**config.mk**
```make
export PLATFORM = sky130hd
export DESIGN_NAME = uart_rx_fifo_flat
export DESIGN_NICKNAME = d
export VERILOG_FILES = /design/src/rtl/uart_rx_fifo_if.sv /design/src/rtl/uart_rx_fifo.sv /design/src/flat_wrapper.sv
export SDC_FILE = /design/constraint.sdc
export NUM_CORES = 1
export LEC_CHECK = 0
export BUFFER_PORTS_ARGS = -buffer_cell sky130_fd_sc_hd__buf_2
export CORE_MARGIN = 5
export CORE_UTILIZATION = 67
export CTS_BUF_LIST = sky130_fd_sc_hd__clkbuf_8
export DETAILED_ROUTE_END_ITERATION = 16
export PLACE_DENSITY = 0.89
export SYNTH_ARGS = -nofsm -noshare
export SYNTH_HDL_FRONTEND = slang
export SYNTH_SLANG_ARGS = --single-unit
```
**constraint.sdc**
```tcl
create_clock -name clk -period 6.58 [get_ports clk]
set_clock_uncertainty 0.05 [all_clocks]
set_input_delay 0.658 -clock clk [delete_from_list [all_inputs] [get_ports clk]]
set_output_delay 0.658 -clock clk [all_outputs]
set_load 0.02 [all_outputs]
```
**src/rtl/uart_rx_fifo_if.sv**
```systemverilog
// Receive-byte stream between the UART receiver and its consumer.
// The receiver drives the head entry and its valid flag; the consumer answers with ready.
interface uart_rx_fifo_if #(
  parameter int unsigned DATA_BITS = 8
);
  logic [DATA_BITS-1:0] rx_data;
  logic                 rx_parity_err;
  logic                 rx_frame_err;
  logic                 rx_data_valid;
  logic                 rx_data_ready;

  modport master (
    output rx_data,
    output rx_parity_err,
    output rx_frame_err,
    output rx_data_valid,
    input  rx_data_ready
  );

  modport slave (
    input  rx_data,
    input  rx_parity_err,
    input  rx_frame_err,
    input  rx_data_valid,
    output rx_data_ready
  );
endinterface

```
**src/rtl/uart_rx_fifo.sv**
```systemverilog
// UART receiver with mid-bit sampling, parity/framing/break detection and a
// show-ahead receive FIFO that flags overrun when a frame has to be dropped.
module uart_rx_fifo #(
  parameter int unsigned DATA_BITS   = 8,
  parameter int unsigned DIV_W       = 21,
  parameter int unsigned FIFO_DEPTH  = 4,
  parameter int unsigned SYNC_STAGES = 2
) (
  input  logic                          clk,
  input  logic                          rst_n,
  input  logic [DIV_W-1:0]              cycle,
  input  logic [1:0]                    parity_mode,
  input  logic                          rx_pin,
  uart_rx_fifo_if.master                rx,
  output logic                          rx_break,
  output logic                          rx_overrun,
  input  logic                          clr_overrun,
  output logic [$clog2(FIFO_DEPTH):0]   fifo_count
);

  localparam int unsigned PtrW = $clog2(FIFO_DEPTH);
  localparam int unsigned CntW = PtrW + 1;
  localparam int unsigned IdxW = $clog2(DATA_BITS);
  localparam int unsigned EntW = DATA_BITS + 2;
  localparam logic [IdxW-1:0] LastIdx = IdxW'(DATA_BITS - 1);
  localparam logic [CntW-1:0] Depth   = CntW'(FIFO_DEPTH);

  typedef enum logic [2:0] {
    StIdle,
    StStart,
    StData,
    StParity,
    StStop,
    StWaitHigh
  } state_e;

  // Input synchroniser; resets to the idle-high level so reset never fakes an edge.
  logic [SYNC_STAGES-1:0] sync_q;
  logic                   line_prev_q;
  logic                   line;
  logic                   start_edge;

  assign line       = sync_q[SYNC_STAGES-1];
  assign start_edge = line_prev_q & ~line;

  always_ff @(posedge clk or negedge rst_n) begin
    if (!rst_n) begin
      sync_q      <= '1;
      line_prev_q <= 1'b1;
    end else begin
      sync_q      <= {sync_q[SYNC_STAGES-2:0], rx_pin};
      line_prev_q <= line;
    end
  end

  state_e               state_q;
  logic [DIV_W-1:0]     per_q;
  logic [DIV_W-1:0]     cnt_q;
  logic [1:0]           pm_q;
  logic [DATA_BITS-1:0] shift_q;
  logic [IdxW-1:0]      idx_q;
  logic                 par_bit_q;
  logic                 perr_q;
  logic                 break_q;

  logic tick;
  logic parity_on;
  logic par_xor;
  logic all_zero;

  assign tick      = (cnt_q == '0);
  assign parity_on = (pm_q == 2'b01) || (pm_q == 2'b10);
  assign par_xor   = (^shift_q) ^ line;
  assign all_zero  = (shift_q == '0) && !par_bit_q;

  always_ff @(posedge clk or negedge rst_n) begin
    if (!rst_n) begin
      state_q   <= StIdle;
      per_q     <= '0;
      cnt_q     <= '0;
      pm_q      <= 2'b00;
      shift_q   <= '0;
      idx_q     <= '0;
      par_bit_q <= 1'b0;
      perr_q    <= 1'b0;
      break_q   <= 1'b0;
    end else begin
      break_q <= 1'b0;
      if (state_q != StIdle && state_q != StWaitHigh) begin
        cnt_q <= tick ? (per_q - DIV_W'(1)) : (cnt_q - DIV_W'(1));
      end
      unique case (state_q)
        StIdle: begin
          if (start_edge) begin
            per_q     <= cycle;
            pm_q      <= parity_mode;
            cnt_q     <= cycle >> 1;
            perr_q    <= 1'b0;
            par_bit_q <= 1'b0;
            state_q   <= StStart;
          end
        end
        StStart: begin
          idx_q <= '0;
          if (tick) begin
            state_q <= line ? StIdle : StData;
          end
        end
        StData: begin
          if (tick) begin
            shift_q <= {line, shift_q[DATA_BITS-1:1]};
            if (idx_q == LastIdx) begin
              state_q <= parity_on ? StParity : StStop;
            end else begin
              idx_q <= idx_q + 1'b1;
            end
          end
        end
        StParity: begin
          if (tick) begin
            par_bit_q <= line;
            perr_q    <= (pm_q == 2'b01) ? par_xor : ~par_xor;
            state_q   <= StStop;
          end
        end
        StStop: begin
          if (tick) begin
            if (line) begin
              state_q <= StIdle;
            end else begin
              break_q <= all_zero;
              state_q <= StWaitHigh;
            end
          end
        end
        StWaitHigh: begin
          if (line) begin
            state_q <= StIdle;
          end
        end
        default: state_q <= StIdle;
      endcase
    end
  end

  // Frames are written straight from the stop sample; a break writes nothing.
  logic push;
  logic push_ferr;

  assign push      = tick && (state_q == StStop) && (line || !all_zero);
  assign push_ferr = ~line;

  logic [EntW-1:0] mem_q [FIFO_DEPTH];
  logic [PtrW-1:0] wr_q;
  logic [PtrW-1:0] rd_q;
  logic [CntW-1:0] count_q;
  logic            overrun_q;

  logic pop;
  logic full;
  logic do_push;
  logic drop;

  assign pop     = (count_q != '0) && rx.rx_data_ready;
  assign full    = (count_q == Depth);
  assign do_push = push && (!full || pop);
  assign drop    = push && full && !pop;

  always_ff @(posedge clk or negedge rst_n) begin
    if (!rst_n) begin
      for (int i = 0; i < FIFO_DEPTH; i++) begin
        mem_q[i] <= '0;
      end
      wr_q      <= '0;
      rd_q      <= '0;
      count_q   <= '0;
      overrun_q <= 1'b0;
    end else begin
      if (do_push) begin
        mem_q[wr_q] <= {push_ferr, perr_q, shift_q};
        wr_q        <= wr_q + 1'b1;
      end
      if (pop) begin
        rd_q <= rd_q + 1'b1;
      end
      unique case ({do_push, pop})
        2'b10:   count_q <= count_q + 1'b1;
        2'b01:   count_q <= count_q - 1'b1;
        default: ;
      endcase
      if (drop) begin
        overrun_q <= 1'b1;
      end else if (clr_overrun) begin
        overrun_q <= 1'b0;
      end
    end
  end

  logic [EntW-1:0] head;
  assign head = mem_q[rd_q];

  assign rx.rx_data       = head[DATA_BITS-1:0];
  assign rx.rx_parity_err = head[DATA_BITS];
  assign rx.rx_frame_err  = head[DATA_BITS+1];
  assign rx.rx_data_valid = (count_q != '0);
  assign rx_break         = break_q;
  assign rx_overrun       = overrun_q;
  assign fifo_count       = count_q;

endmodule

```
**src/flat_wrapper.sv**
```systemverilog
// flat-port wrapper written by rule: the top's interface ports become plain ports
module uart_rx_fifo_flat 
#(
  parameter int unsigned DATA_BITS   = 8,
  parameter int unsigned DIV_W       = 21,
  parameter int unsigned FIFO_DEPTH  = 4,
  parameter int unsigned SYNC_STAGES = 2
)
  (clk, rst_n, cycle, parity_mode, rx_pin, rx_break, rx_overrun, clr_overrun, fifo_count, rx_rx_data, rx_rx_parity_err, rx_rx_frame_err, rx_rx_data_valid, rx_rx_data_ready);
  uart_rx_fifo_if #(.DATA_BITS(DATA_BITS)) rx_i ();
  input  logic clk;
  input  logic rst_n;
  input  logic [DIV_W-1:0] cycle;
  input  logic [1:0] parity_mode;
  input  logic rx_pin;
  output logic rx_break;
  output logic rx_overrun;
  input  logic clr_overrun;
  output logic [$clog2(FIFO_DEPTH):0] fifo_count;
  output wire logic [$bits(rx_i.rx_data)-1:0] rx_rx_data;
  output wire logic [$bits(rx_i.rx_parity_err)-1:0] rx_rx_parity_err;
  output wire logic [$bits(rx_i.rx_frame_err)-1:0] rx_rx_frame_err;
  output wire logic [$bits(rx_i.rx_data_valid)-1:0] rx_rx_data_valid;
  input wire logic [$bits(rx_i.rx_data_ready)-1:0] rx_rx_data_ready;
  assign rx_rx_data = rx_i.rx_data;
  assign rx_rx_parity_err = rx_i.rx_parity_err;
  assign rx_rx_frame_err = rx_i.rx_frame_err;
  assign rx_rx_data_valid = rx_i.rx_data_valid;
  assign rx_i.rx_data_ready = rx_rx_data_ready;
  uart_rx_fifo #(.DATA_BITS(DATA_BITS), .DIV_W(DIV_W), .FIFO_DEPTH(FIFO_DEPTH), .SYNC_STAGES(SYNC_STAGES)) u_core (.clk(clk), .rst_n(rst_n), .cycle(cycle), .parity_mode(parity_mode), .rx_pin(rx_pin), .rx(rx_i), .rx_break(rx_break), .rx_overrun(rx_overrun), .clr_overrun(clr_overrun), .fifo_count(fifo_count));
endmodule
```
==> impl_results.md <==
- M2 GR Usage: 42.53%
- # H-tree levels: 3
- Worst endpoint data arrival time: 3510 ps
- CTS tree: done
- Gr busiest metal: met2
- Worst-Skew Late Latency: 380 ps
- Final critical-path share of the clock period: 50.16%
- Number of flops mapped to enable cells by yosys: 0
- Initial antenna violation count: 0
- Dpl cells: 742
- First-pass DRT Iterations: 6
- Most common cell after layout, fill and taps aside: nand2_1
- GPL Wtd Cong: 0.9280
- Synth Cell Area: 5874 µm²
- TritonCTS Buffers: 9
- Synth warn: 0
- VDD IR-drop max: 0.2374 mV
- All-Layer GR Usage: 25.05%
- Post-CTS setup buffer count: 0
- Slew Limit Fails: 0
- Fillers: 632
- Rows: 34
- Multi-input combinational cell area: 2848 µm²
- Min Clock Period, post-route: 3301 ps
- Int Pwr: 0.001345 W
- Min-delay worst type: input port to async pin
- Slew HR: 43.28%
- Die Y: 103.6 µm
- Diode count: 0
- Seq/Total Area, Yosys: 47.77%
- DR vias: 4,870
- Die area: 10,740 µm²
- CP required: 6790 ps
- Status: completed
- Critical path class: register to register
- #FFs+latches synth: 112
- Critical Path Fanout Max: 11
- Finished Layout Cells: 758
- Synth Flop Type: dfrtp_1
- Final setup fails: 0
- Most frequent cells in the layout: 147 x nand2_1, 109 x dfrtp_1, 42 x buf_2
- Port Buffers: 43
- Drt total wl: 13.17 mm
- Area added between synthesis and finish: 8.009%
- Met1 Resource Use GR: 32.88%
- PwrDens: 358.9 nW/µm²
- # hold bufs at CTS: 0
- Register area: 2806 µm²
- Post-Synthesis Cells: 612
- Root Buffer: clkbuf_8
- Grt ovf: 0
- Asr flop ratio synth: 100.0%
- Fmax: 303.0 MHz
- Syn Nets: 654
- Flop pwr share: 46.7%
- Largest net degree at the start of global routing: 63
- Clock network fraction of total power: 19.1%
- Detailed placement HPWL: 8.995 mm
- Slew at the pin closest to its max-slew limit: 847.6 ps
- Hold Vio Cnt, Final: 0
- Die W: 103.6 µm
- Initial Utilization: 68.02%
- RSZ-0062 raised after global routing: no
- Nets: 687
- Sw Share: 40.93%
- Share of layout cells above drive strength 1: 16.92%
- Post-cts sizing count: 0
- WL per Instance: 17.37 µm
- Clock Tree Buf Depth: 2
- Number of global-route vias before repair: 4,861
- Initial drt markers: 388
- DRC Markers: 0
- Synth unique cells: 66
- Psw: 0.0009320 W
- IO Pins: 44
- Core box area: 8636 µm²
- Max-Cap Viols: 0
- Syn_area_per_cell: 9.599 µm²
- CTS clock-pin slew for the worst setup and hold paths: 110 ps
- First-pass GRT wire length: 22.67 mm
- Startpoint types: register
- Fin Setup TNS: 0 ps
- TritonCTS sink count: 112
- Crit end category: register
- Lkg Pwr: 2.878 nW
- M3 GR Usage: 3.172%
- Final ANT Viol Nets: 0
- Comb power frac: 34.1%
- Vias/cell: 6.425
stage by stage:
step | total power, W | instance area [µm²] | setup slack (ps) | util (%) | hold WS (ps)
after floorplan | 0.001596 | 5874 | 3348 | - | 295.2
after global placement | 0.001782 | 6135 | 3506 | 71.04 | 296.1
after detailed placement | 0.001829 | 6135 | 3360 | 71.04 | 298.1
after CTS | 0.002264 | 6345 | 3349 | 73.47 | 261.0
after global routing | 0.002410 | 6345 | 3122 | 73.47 | 284.5
final | 0.002277 | 6345 | 3279 | 73.47 | 237.2
critical path, stage by stage (launching register included):
cell       delay, ps
dfrtp_1          520
nor4_4           100
nand4_2          270
nor2_2           110
a21oi_1          220
ha_1             230
or3b_2           510
nor3_2           160
o31ai_1          140
a2111oi_0        560
xor2_1           210
o211ai_1         100
area by class of cell:
type | instances | area share, %
well taps | 108 | 2.130
clock inverters | 6 | 1.144
clock buffers | 10 | 2.169
inverters | 20 | 1.183
flip-flops and latches | 112 | 44.23
repair buffers | 50 | 4.260
multi-input cells | 452 | 44.88
kinds of logic after synthesis:
logic type / count (synthesis) / synth area share (%)
buffers and inverters: 48 / 3.748
AO/OA/AOI/OAI: 152 / 16.49
flip-flops: 112 / 47.77
AND/OR/NAND/NOR: 247 / 20.13
adder cells (fa/ha/maj): 14 / 3.110
multiplexers: 20 / 5.921
XOR/XNOR: 19 / 2.833
power by group through the flow:
stage	Sequential [W]	Combinational, W	Clock, W
after floorplan	0.000989	0.000606	0
after CTS	0.00106	0.000768	0.000440
after global placement	0.00105	0.000730	0
final	0.00106	0.000777	0.000436
after detailed placement	0.00107	0.000761	0
after global routing	0.00109	0.000858	0.000464
cell usage after synthesis (all sizes together), types with 2 or more instances:
master   number  share of area, %
o211ai       13               1.7
o21ai        65               6.2
a2111oi       3              0.45
clkbuf       15              0.96
mux4         10               3.8
nor2         26               1.7
mux2i         4              0.68
inv          20               1.3
a22oi         4              0.51
dfstp         3               1.3
xor2          8               1.2
o31ai         6              0.77
o31a          2              0.30
nand3        11              0.94
and2          6              0.64
nor3         18               1.6
mux2          6               1.4
nand4         5              0.64
a31oi         9              0.96
or3           4              0.43
a21oi        22               1.9
o22ai         5              0.53
ha           13               2.8
dfrtp       109                46
o2bb2ai       2              0.30
xnor2        11               1.6
nand2       151                10
a21o          5              0.64
and3          2              0.21
o2111ai       2              0.30
a211oi        4              0.51
nor2b         3              0.32
nor4         12               1.9
buf          13               1.5
flip-flops by register name (all words and copies together), names as in the netlist, 2 cells and up:
signal / cells
u_core.cnt_q: 21
u_core.fifo_count: 3
u_core.idx_q: 3
u_core.mem_q: 40
u_core.per_q: 21
u_core.pm_q: 2
u_core.rd_q: 2
u_core.shift_q: 8
u_core.state_q: 3
u_core.sync_q: 2
u_core.wr_q: 2
routing by layer:
metal  wire (µm)  vias up
li1            -     2247
met1        5412     2404
met2        6723      188
met3         757       31
met4         272        0
met5           0        -
worst paths after layout:
check | to | slack, ps | cells after the start | startpoint
max | u_core.cnt_q[16]$_DFF_PN0_ | 3280 | 11 | u_core.cnt_q[15]$_DFF_PN0_
min | u_core.mem_q[33]$_DFFE_PN0P_ | 240 | 1 | rst_n
max reg2reg | u_core.cnt_q[16]$_DFF_PN0_ | 3280 | 11 | u_core.cnt_q[15]$_DFF_PN0_
min reg2reg | u_core.sync_q[1]$_DFF_PN1_ | 310 | 0 | u_core.sync_q[0]$_DFF_PN1_
max in group asynchronous | u_core.cnt_q[15]$_DFF_PN0_ | 5020 | 2 | rst_n
min in group clk | u_core.sync_q[1]$_DFF_PN1_ | 310 | 0 | u_core.sync_q[0]$_DFF_PN1_
Note: power is estimated with default switching activity, not from simulation.
